**config.mk**
```make
export PLATFORM = sky130hd
export DESIGN_NAME = ctrl_decode_stage
export DESIGN_NICKNAME = d
export VERILOG_FILES = /design/src/rtl/ctrl_decode_stage.sv
export SDC_FILE = /design/constraint.sdc
export NUM_CORES = 1
export LEC_CHECK = 0
export BUFFER_PORTS_ARGS = -buffer_cell sky130_fd_sc_hd__buf_4
export CAP_MARGIN = 20
export CORE_MARGIN = 2
export CORE_UTILIZATION = 45
export CTS_CLUSTER_SIZE = 8
export DETAILED_ROUTE_END_ITERATION = 12
export HOLD_SLACK_MARGIN = 0.12
export PLACE_DENSITY = 0.87
export SLEW_MARGIN = 5
export SYNTH_ARGS = -nofsm -noshare
export SYNTH_HDL_FRONTEND = slang
export SYNTH_SLANG_ARGS = --single-unit
```
**constraint.sdc**
```tcl
create_clock -name clk -period 2.4 [get_ports clk]
set_input_delay 0.12 -clock clk [delete_from_list [all_inputs] [get_ports clk]]
set_output_delay 0.12 -clock clk [all_outputs]
set_load 0.01 [all_outputs]
```
**src/rtl/ctrl_decode_stage.sv**
```systemverilog
// ID-stage control decoder for RV32I with a registered ID/EX control slot,
// load-use bubble insertion, flush and hold. Optional counters: CTRL_PERF_EN.
module ctrl_decode_stage #(
  parameter int unsigned        ALUOP_W    = 2,
  parameter int unsigned        RA_W       = 5,
  parameter logic [ALUOP_W-1:0] ALUOP_IALU = ALUOP_W'(2'b11)
) (
  input  logic               clk,
  input  logic               rst,
  input  logic               id_valid,
  input  logic [31:0]        id_instr,
  input  logic               flush,
  input  logic               ex_hold,
`ifdef CTRL_PERF_EN
  input  logic               perf_clr,
  output logic [31:0]        perf_stalls,
  output logic [31:0]        perf_flushes,
`endif
  output logic               stall_if,
  output logic               ex_valid,
  output logic [RA_W-1:0]    ex_rd,
  output logic               ex_RegWrite,
  output logic               ex_MemtoReg,
  output logic               ex_MemRead,
  output logic               ex_MemWrite,
  output logic               ex_Branch,
  output logic               ex_ALUSrc,
  output logic               ex_Jump,
  output logic               ex_Link,
  output logic [ALUOP_W-1:0] ex_ALUOp,
  output logic               ex_illegal
);

  localparam logic [6:0] OP_R     = 7'b0110011;
  localparam logic [6:0] OP_IALU  = 7'b0010011;
  localparam logic [6:0] OP_LOAD  = 7'b0000011;
  localparam logic [6:0] OP_STORE = 7'b0100011;
  localparam logic [6:0] OP_BR    = 7'b1100011;
  localparam logic [6:0] OP_JAL   = 7'b1101111;
  localparam logic [6:0] OP_JALR  = 7'b1100111;
  localparam logic [6:0] OP_LUI   = 7'b0110111;
  localparam logic [6:0] OP_AUIPC = 7'b0010111;

  localparam logic [ALUOP_W-1:0] ALUOP_MEM = ALUOP_W'(2'b00);
  localparam logic [ALUOP_W-1:0] ALUOP_BR  = ALUOP_W'(2'b01);
  localparam logic [ALUOP_W-1:0] ALUOP_R   = ALUOP_W'(2'b10);

  typedef struct packed {
    logic               reg_write;
    logic               mem_to_reg;
    logic               mem_read;
    logic               mem_write;
    logic               branch;
    logic               alu_src;
    logic               jump;
    logic               link;
    logic [ALUOP_W-1:0] alu_op;
    logic               illegal;
  } ctrl_t;

  typedef struct packed {
    logic            valid;
    logic [RA_W-1:0] rd;
    ctrl_t           ctrl;
  } slot_t;

  logic [6:0]      opcode;
  logic [RA_W-1:0] rd, rs1, rs2;
  ctrl_t           dec;
  logic            use_rs1, use_rs2, has_rd;
  logic            hz;
  slot_t           nxt, q;
  logic            unused_instr_bits;

  assign opcode = id_instr[6:0];
  assign rd     = RA_W'(id_instr[11:7]);
  assign rs1    = RA_W'(id_instr[19:15]);
  assign rs2    = RA_W'(id_instr[24:20]);
  assign unused_instr_bits = ^{id_instr[31:25], id_instr[14:12]};

  // Opcode decode: control bundle plus which source/destination fields are live
  always_comb begin
    dec     = '0;
    use_rs1 = 1'b0;
    use_rs2 = 1'b0;
    has_rd  = 1'b1;
    case (opcode)
      OP_R: begin
        dec.reg_write = 1'b1;
        dec.alu_op    = ALUOP_R;
        use_rs1       = 1'b1;
        use_rs2       = 1'b1;
      end
      OP_IALU: begin
        dec.reg_write = 1'b1;
        dec.alu_src   = 1'b1;
        dec.alu_op    = ALUOP_IALU;
        use_rs1       = 1'b1;
      end
      OP_LOAD: begin
        dec.reg_write  = 1'b1;
        dec.alu_src    = 1'b1;
        dec.mem_to_reg = 1'b1;
        dec.mem_read   = 1'b1;
        dec.alu_op     = ALUOP_MEM;
        use_rs1        = 1'b1;
      end
      OP_STORE: begin
        dec.alu_src   = 1'b1;
        dec.mem_write = 1'b1;
        dec.alu_op    = ALUOP_MEM;
        use_rs1       = 1'b1;
        use_rs2       = 1'b1;
        has_rd        = 1'b0;
      end
      OP_BR: begin
        dec.branch = 1'b1;
        dec.alu_op = ALUOP_BR;
        use_rs1    = 1'b1;
        use_rs2    = 1'b1;
        has_rd     = 1'b0;
      end
      OP_JAL: begin
        dec.reg_write = 1'b1;
        dec.jump      = 1'b1;
        dec.link      = 1'b1;
      end
      OP_JALR: begin
        dec.reg_write = 1'b1;
        dec.jump      = 1'b1;
        dec.link      = 1'b1;
        dec.alu_src   = 1'b1;
        dec.alu_op    = ALUOP_MEM;
        use_rs1       = 1'b1;
      end
      OP_LUI, OP_AUIPC: begin
        dec.reg_write = 1'b1;
        dec.alu_src   = 1'b1;
        dec.alu_op    = ALUOP_MEM;
      end
      default: dec.illegal = 1'b1;
    endcase
  end

  // Load in EX whose destination is read by the ID instruction
  assign hz = id_valid & q.valid & q.ctrl.mem_read & (q.rd != '0) &
              ((use_rs1 & (rs1 == q.rd)) | (use_rs2 & (rs2 == q.rd)));

  assign stall_if = (hz | ex_hold) & ~flush & ~rst;

  // Invalid ID slot loads an all-zero bundle
  always_comb begin
    nxt = '0;
    if (id_valid) begin
      nxt.valid = 1'b1;
      nxt.rd    = has_rd ? rd : '0;
      nxt.ctrl  = dec;
    end
  end

  always_ff @(posedge clk) begin
    if (rst)          q <= '0;
    else if (flush)   q <= '0;
    else if (ex_hold) q <= q;
    else if (hz)      q <= '0;
    else              q <= nxt;
  end

  assign ex_valid    = q.valid;
  assign ex_rd       = q.rd;
  assign ex_RegWrite = q.ctrl.reg_write;
  assign ex_MemtoReg = q.ctrl.mem_to_reg;
  assign ex_MemRead  = q.ctrl.mem_read;
  assign ex_MemWrite = q.ctrl.mem_write;
  assign ex_Branch   = q.ctrl.branch;
  assign ex_ALUSrc   = q.ctrl.alu_src;
  assign ex_Jump     = q.ctrl.jump;
  assign ex_Link     = q.ctrl.link;
  assign ex_ALUOp    = q.ctrl.alu_op;
  assign ex_illegal  = q.ctrl.illegal;

`ifdef CTRL_PERF_EN
  // Event counters; clear beats increment
  always_ff @(posedge clk) begin
    if (rst || perf_clr) begin
      perf_stalls  <= '0;
      perf_flushes <= '0;
    end else begin
      if (flush)                 perf_flushes <= perf_flushes + 32'd1;
      if (hz && !ex_hold && !flush) perf_stalls <= perf_stalls + 32'd1;
    end
  end
`endif

endmodule
```
======== After elaboration in Yosys (flattened, before gate mapping) ========
Cells that the tools add are included.
word-level totals
  register bits after elaboration ......... 17
  input port bits ......................... 37
  output and inout bits ................... 18
  word-level logic and storage cells ...... 57
operators by class
  equality and inequality tests ........... 11
  multiplexer cells ....................... 13
  bitwise gates (word level) .............. 12
  reduce and logical (&&, ||, !) cells .... 9
operators with widths
  cell                                                              number
  17-bit two-way mux                                                2
  7-bit by 6-bit == test with 1-bit output (second input constant)  3
  7-bit == test (second input constant)                             3
  7-bit by 5-bit == test with 1-bit output (second input constant)  2
  6-bit OR reduction                                                2
  5-bit == test                                                     2
  9-bit OR reduction                                                1
  1-bit AND                                                         8
  7-bit by 2-bit == test with 1-bit output (second input constant)  1
  1-bit two-way mux                                                 7
  7-bit OR reduction                                                1
  2-bit one-hot mux with 3 select lines                             1
  2-bit OR reduction                                                3
  5-bit two-way mux                                                 1
  5-bit nonzero test                                                1
  2-bit two-way mux                                                 2
  3-bit OR reduction                                                1
  1-bit inverter                                                    2
  1-bit bitwise OR                                                  2

======== Depth between registers and ports, before layout ========
Gate-level depths: netlist (run 1).
  depth in word-level cells ............... 9
  depth in mapped cells ................... 7
  depth with buffers taken out ............ 5

======== Worst setup path before layout (run 1) ========
No wires, ideal clock.
  path kind ............................... reg-to-output
  start point ............................. reg q, in the netlist ex_rd[2]
  end point ............................... out stall_if
  arrival ................................. 1561 ps
  data required time ...................... 2280 ps
  setup slack ............................. 719 ps
  cell stages (with the launch flop) ...... 7
  path buffers ............................ 1
  cells stage by stage .................... dfxtp_1 xor2_1 a2111oi_4 o2111ai_1 a21oi_2 buf_6 o21a_1
on the way
  cells in the longest elaborated chain, start to end .. 7
ends and longest elaborated chain
  item                         line  source
  from (decl)                  72    slot_t nxt, q;
  from (signal assigned)       164   else if (ex_hold) q <= q;
  from (signal assigned)       166   else q <= nxt;
  5-bit == test                147   ((use_rs1 & (rs1 == q.rd)) | (use_rs2 & (rs2 == q.rd)));
  1-bit AND                    147
  1-bit bitwise OR             147
  1-bit AND (*)                146   assign hz = id_valid & q.valid & q.ctrl.mem_read & (q.rd != '0) &
  1-bit bitwise OR (*)         149   assign stall_if = (hz | ex_hold) & ~flush & ~rst;
  1-bit AND (*) (2 in series)  149
  to (decl)                    19    output logic stall_if,
Every way passes the cells marked *; elsewhere a longest branch is shown, timed or not.

======== Final worst setup path (run 1) ========
Same ends and word-level chain as after synthesis.

==> key figures, run 1 <==
CTS
  – Setup bufs post-CTS: 0
  – Cts bufs inserted: 3
  – Root Driver: clkbuf_4
  – CTS sink count: 15
  – Clock latency on the worst-skew pair: 0.29 ns
  – Clock-pin slew on the worst setup and hold paths: 0.10 ns
  – TritonCTS clock tree: built
  – Clk buf depth: 2
  – CTS HTree Levels: 1

Layout
  – Cell Count, Final, Fillers Out: 183
  – Ant diodes: 0
  – Share of layout cells above drive strength 1: 34.62%
  – Final Util: about two thirds
  – P&R area growth vs syn: 40.38%
  – Nets: 194

Critical path
  – Worst Setup End Kind: output port
  – Startpoint Class: flop
  – Critical path peak fanout: 9
  – Crit path DAT: 2.04 ns
  – Crit-path max cell delay: 0.38 ns
  – Worst Setup Path Type: reg -> out
  – Crit-path cells: xor2_1 > a2111oi_4 > o2111ai_1 > a21oi_2 > o21a_1 > buf_4
  – CP max-delay cell: a21oi_2
  – Req. time, crit path: 2.28 ns

GRT
  – GR Layer Usage met2: approximately two fifths
  – Initial antenna violation count: 0
  – Total gr overflow: 0
  – Most used routing layer: met2
  – Vias in the first global route: between 900 and 1,000
  – Grt met3 use: 5.215%
  – GR Util met1: a little under a quarter
  – Global-route wire length before repair: 4098 um
  – Gr usage total: 21.58%
  – Largest net degree at the start of global routing: 18

Synth
  – Synth top area cells: dfxtp_1, xor2_1, o21ai_0
  – Synthesized area: about 900 um2
  – Most common cell in the synthesized netlist: nand2_1
  – Ys flop type: dfxtp_1
  – FFs w/ async S/R, synth: 0%
  – Post-synthesis sequential area ratio: 32.74%
  – Synth warnings: 0
  – Post-synth EDFFs: 0
  – Syn_nets: ~150
  – Most instantiated cells after synthesis: nand2_1, o21ai_0, dfxtp_1
  – Yosys top cell by area: dfxtp_1
  – Post-synthesis cell count: 112
  – Syn avg cell area: 8.189 um2
  – FF+latch count, synth: 15
  – Synth top area share: 32.74%
  – Distinct cells, synth: 32

Timing
  – Setup-failing EPs final: 0
  – Max-slew violation count: 0
  – Slack of the critical path: between 0.2 and 0.25 ns
  – Fin. Hold Viols: 0
  – Setup TNS: 0 ns
  – Min cycle time layout: around 2.2 ns
  – Final period utilization: 89.97%
  – Worst Tran Pin Value: 0.7402 ns
  – Worst Skew: 0.01341 ns
  – Fmax: 463.1 MHz
  – Worst slew margin: just over 50%
  – RSZ-0062 raised after global routing: no

Run status
  – Outcome: completed

Pwr
  – PwrDens: 391.7 mW/mm2
  – Worst ir drop on vdd: 273.9 uV
  – Leakage: 0.5607 nW
  – Power Total: 0.5043 mW

Placed design
  – Port bufs: 44
  – GP Congestion: 0.7968
  – Placed cells: approximately 180
  – Dpl ws: 0.5028 ns
  – DP HPWL: 1944 um

Floorplanning
  – Placeable Area: a little under 0.002 mm2
  – Starting Density: 47.23%
  – # rows: 16
  – Y dimension of the die: 49.15 um
  – Die Span X: 49.15 um
  – # IOs: 55
  – Die area: 0.002415 mm2

Run
  – Max-Cap Viols: 0

Drt
  – Antenna viol nets, final: 0
  – Post-DR wirelength/cell: 13.91 um
  – Detailed Route WL: around 2500 um
  – First-pass DRT Iterations: 4
  – Via count: 1,021
  – Vias per cell: 5.579
  – 1st-iter DRT viols: 28
  – # DRC: 0

Hold path
  – Hold Crit Class: in -> reg
==> worst paths after layout <==
path                    start         to  slack [ns]  depth (start not counted)
hold reg to reg     ex_Branch  ex_Branch        0.46                          2
setup / recovery     ex_rd[2]   stall_if        0.24                          6
hold / removal    id_instr[8]   ex_rd[1]        0.12                          3
setup reg to reg     ex_rd[2]   ex_rd[1]        0.51                          6
==> cells in the final DEF, fill, tap and decap left out, types with 2 or more instances in the layout <==
cell / Yosys / final
clkbuf_4: 0 / 3
nand2_1: 21 / 21
o21ai_0: 16 / 16
nand3b_1: 2 / 2
o2111ai_1: 2 / 2
nor4_1: 2 / 2
buf_4: 3 / 45
xor2_1: 10 / 10
dfxtp_1: 15 / 15
nand4b_1: 6 / 6
nand3_1: 2 / 2
nor2_1: 7 / 7
or4_1: 2 / 2
a21oi_1: 3 / 3
dlygate4sd3_1: 0 / 3
==> per-layer routing <==
layer	vias up	share of wire (%)
li1	488	-
met1	468	39
met2	57	51
met3	8	8.5
met4	0	1.5
met5	-	0
==> timing repair <==
action,CTS,global route
setup endpoints to repair,0,0
hold buffers,3,0
resized for setup,0,0
endpoints found under the hold margin,2,0
==> registers in the layout, summed over array words and instances, names as in the netlist <==
| register | flops |
|---|---|
| ex_Branch | 1 |
| ex_rd | 5 |
| ex_ALUOp | 2 |
| ex_MemWrite | 1 |
| ex_RegWrite | 1 |
| ex_MemtoReg | 1 |
| ex_Jump | 1 |
| ex_valid | 1 |
| ex_illegal | 1 |
| ex_ALUSrc | 1 |
==> metrics by stage <==
| stage | area [um2] | hold slack (ns) |
|---|---|---|
| floorplan | 917.1 | 0.1963 |
| global placement | 1231 | 0.2897 |
| detailed placement | 1231 | 0.3048 |
| CTS | 1287 | 0.1291 |
| global route | 1287 | 0.1322 |
| finish | 1287 | 0.1221 |
==> cell type report <==
type                       instances  area, um2
fill                             182      654.4
tap                               27      33.78
sequential                        15      300.3
timing repair buffer              48      367.9
multi-input combinational         88      555.5
inverter                           1      3.754
clock buffer                       4      26.28
==> kinds of logic (layout without fill, tap and decap cells) <==
kind of cell	count (synthesis)	count (layout)	synth area share, %
AND/OR/NAND/NOR	52	52	32.20
AO/OA/AOI/OAI	26	26	18.83
flip-flops	15	15	32.74
XOR/XNOR	10	10	9.549
buffers and inverters	9	53	6.684
==> worst max-delay path, delay by kind of cell, from the launching register on <==
family	cells	cell delay (ns)
AO/OA/AOI/OAI	4	1.07
XOR/XNOR	1	0.20
buffers and inverters	1	0.11
flip-flops	1	0.37
==> power breakdown <==
part / leakage, nW / internal, mW / switching [mW]
Combinational: 0.425 / 0.0530 / 0.0452
Sequential: 0.121 / 0.252 / 0.00367
Clock: 0.0150 / 0.0645 / 0.0862
(Power assumes the default switching activity.)
==> inputs of run 2 (changes only) <==
Settings changed: CORE_UTILIZATION 45 to 37, PLACE_DENSITY 0.87 to 0.74.
==> key figures, run 2 (synthesis gave the netlist of run 1 again) <==
Run status
  – Outcome: completed

Layout
  – Share of layout cells above drive strength 1: 34.39% (-0.22 points)
  – P&R area growth vs syn: 41.88%
  – Most frequent cells in the layout: buf_4, nand2_1, o21ai_0
  – Most common cell after layout, fill and taps aside: buf_4
  – Fin area: 0.001301 mm2 (+1.1%)
  – Fillcell total: 246 (+35%)
  – Max reg flops: 5 (unchanged)
  – Nets: 195 (+0.52%)
  – Ant diodes: 0 (unchanged)

Critical path
  – Worst Setup Path Type: reg -> out
  – Crit path DAT: 2.04 ns (about the same)
  – Critical path peak fanout: 9 (unchanged)
  – Worst Setup End Kind: output port
  – Req. time, crit path: 2.28 ns (about the same)
  – RR Startpoint: ex_rd[2]
  – Worst r2r path cells: 6 (unchanged)
  – R2r setup slk: 0.49 ns (-0.02 ns)
  – Critical Path Start: ex_rd[2]
  – Startpoint Class: flop
  – Worst Setup EP: stall_if
  – Worst R2R End: ex_MemWrite

Placed design
  – Port bufs: 44 (unchanged)
  – Placed Area: 0.001235 mm2 (+0.30%)
  – GP Congestion: 0.8502 (+6.7%)
  – DP HPWL: 1835 um (-5.6%)

Timing
  – Final period utilization: 90.05% (about the same)
  – Setup-failing EPs final: 0 (unchanged)
  – Min cycle time layout: 2.161 ns (+0.001748 ns)
  – Worst Skew: 0.003433 ns (-0.009981 ns)
  – Fin. Hold Viols: 0 (unchanged)
  – RSZ-0062 raised after global routing: no
  – Max-slew violation count: 0 (unchanged)
  – Fmax: 462.7 MHz (about the same)
  – Worst slew margin: 52.55% (+1.9 points)
  – Worst Tran Pin Value: 0.7113 ns (-0.02893 ns)
  – Setup TNS: 0 ns (unchanged)

GRT
  – Global-route wire length before repair: 4126 um (+0.68%)
  – Total gr overflow: 0 (unchanged)
  – Largest net degree at the start of global routing: 18 (unchanged)
  – Vias in the first global route: 923 (-0.75%)
  – Initial antenna violation count: 0 (unchanged)
  – Gr usage total: 19.18% (-2.4 points)

Floorplanning
  – Starting Density: 38.06% (-9.2 points)
  – Die Span X: 53.79 um (+9.4%)
  – Die area: 0.002893 mm2 (+20%)
  – Y dimension of the die: 53.79 um (+9.4%)
  – # rows: 18 (+2)
  – Placeable Area: 0.002410 mm2 (+24%)
  – # IOs: 55 (unchanged)

Drt
  – # DRC: 0 (unchanged)
  – 1st-iter DRT viols: 19 (-32%)
  – Vias per cell: 5.273 (-5.5%)
  – First-pass DRT Iterations: 4 (unchanged)
  – Via count: 986 (-3.4%)
  – Post-DR wirelength/cell: 13.04 um (-6.2%)
  – Antenna viol nets, final: 0 (unchanged)
  – Detailed Route WL: 2439 um (-4.2%)

Pwr
  – PwrDens: 383.6 mW/mm2 (-2.1%)
  – Worst ir drop on vdd: 197.0 uV (-28%)
  – Leakage: 0.5649 nW (+0.74%)

CTS
  – Clock latency on the worst-skew pair: 0.27 ns (-0.02 ns)
  – Clk buf depth: 2 (unchanged)
  – Clock-pin slew on the worst setup and hold paths: 0.10 ns (about the same)
  – CTS sink count: 15 (unchanged)
  – Post-CTS sizing: 0 (unchanged)
  – Setup bufs post-CTS: 0 (unchanged)
  – CTS HTree Levels: 1 (unchanged)
  – Root Driver: clkbuf_4
  – TritonCTS clock tree: built
  – Cts bufs inserted: 3 (unchanged)

Run
  – Max-Cap Viols: 0 (unchanged)

Hold path
  – Hold Crit Class: in -> reg
==> run 2: cell count changes in the layout (fill, tap and decap cells not counted) <==
| cell | change |
|---|---|
| dlygate4sd3_1 | +1 |
==> run 2: timing repair <==
action,CTS,global route
hold endpoints to repair,3,0
hold buffers,4,0
setup endpoints to repair,0,0
==> run 2: how the worst min path moves through the flow <==
stage | startpoint | to | slack (ns) | cells past startpoint
after floorplan | rst | ex_illegal | 0.20 | 1
after global placement | rst | ex_illegal | 0.29 | 2
after detailed placement | rst | ex_illegal | 0.30 | 2
after CTS | id_instr[8] | ex_rd[1] | 0.13 | 3
after global routing | id_instr[10] | ex_rd[3] | 0.14 | 3
final | id_instr[8] | ex_rd[1] | 0.13 | 3
==> run 2: worst max-delay path: stages, from the launching register on <==
cell and delay [ns]:
dfxtp_1 0.45, xor2_1 0.13, a2111oi_4 0.34, o2111ai_1 0.18
a21oi_2 0.40, o21a_1 0.16, buf_4 0.11
==> run 2: final cells by class <==
type / instances / area [um2] / share of cell area, %
inverters: 1 / 3.754 / 0.2885
multi-input cells: 88 / 555.5 / 42.69
repair buffers: 49 / 377.9 / 29.04
flip-flops and latches: 15 / 300.3 / 23.08
well taps: 30 / 37.54 / 2.885
clock buffers: 4 / 26.28 / 2.019
==> run 2: per-stage QoR <==
step / setup slack [ns] / total power [mW] / util [%] / hold slack (ns) / std cells
2_1_floorplan: 0.7189 / 0.3048 / - / 0.1963 / 112
3_3_place_gp: 0.5547 / 0.3521 / 51.25 / 0.2908 / 179
3_5_place_dp: 0.5199 / 0.3544 / 51.25 / 0.2965 / 179
4_1_cts: 0.2359 / 0.5025 / 54.00 / 0.1265 / 187
5_1_grt: 0.09505 / 0.5241 / 54.00 / 0.1361 / 187
6_report: 0.2389 / 0.4991 / 54.00 / 0.1251 / 187
==> run 2: metal layers <==
layer | vias up | wire length [um] | track usage, %
met3 | 4 | 147 | 3.333
met1 | 453 | 1021 | 22.47
met2 | 39 | 1238 | 35.37
met5 | - | 0 | 0
met4 | 0 | 32 | 5.128
li1 | 490 | - | -
==> run 2: where the power goes <==
part	total [mW]	internal [mW]	switching, mW
clock network	0.145	0.0642	0.0812
logic	0.0982	0.0540	0.0442
registers	0.255	0.252	0.00367
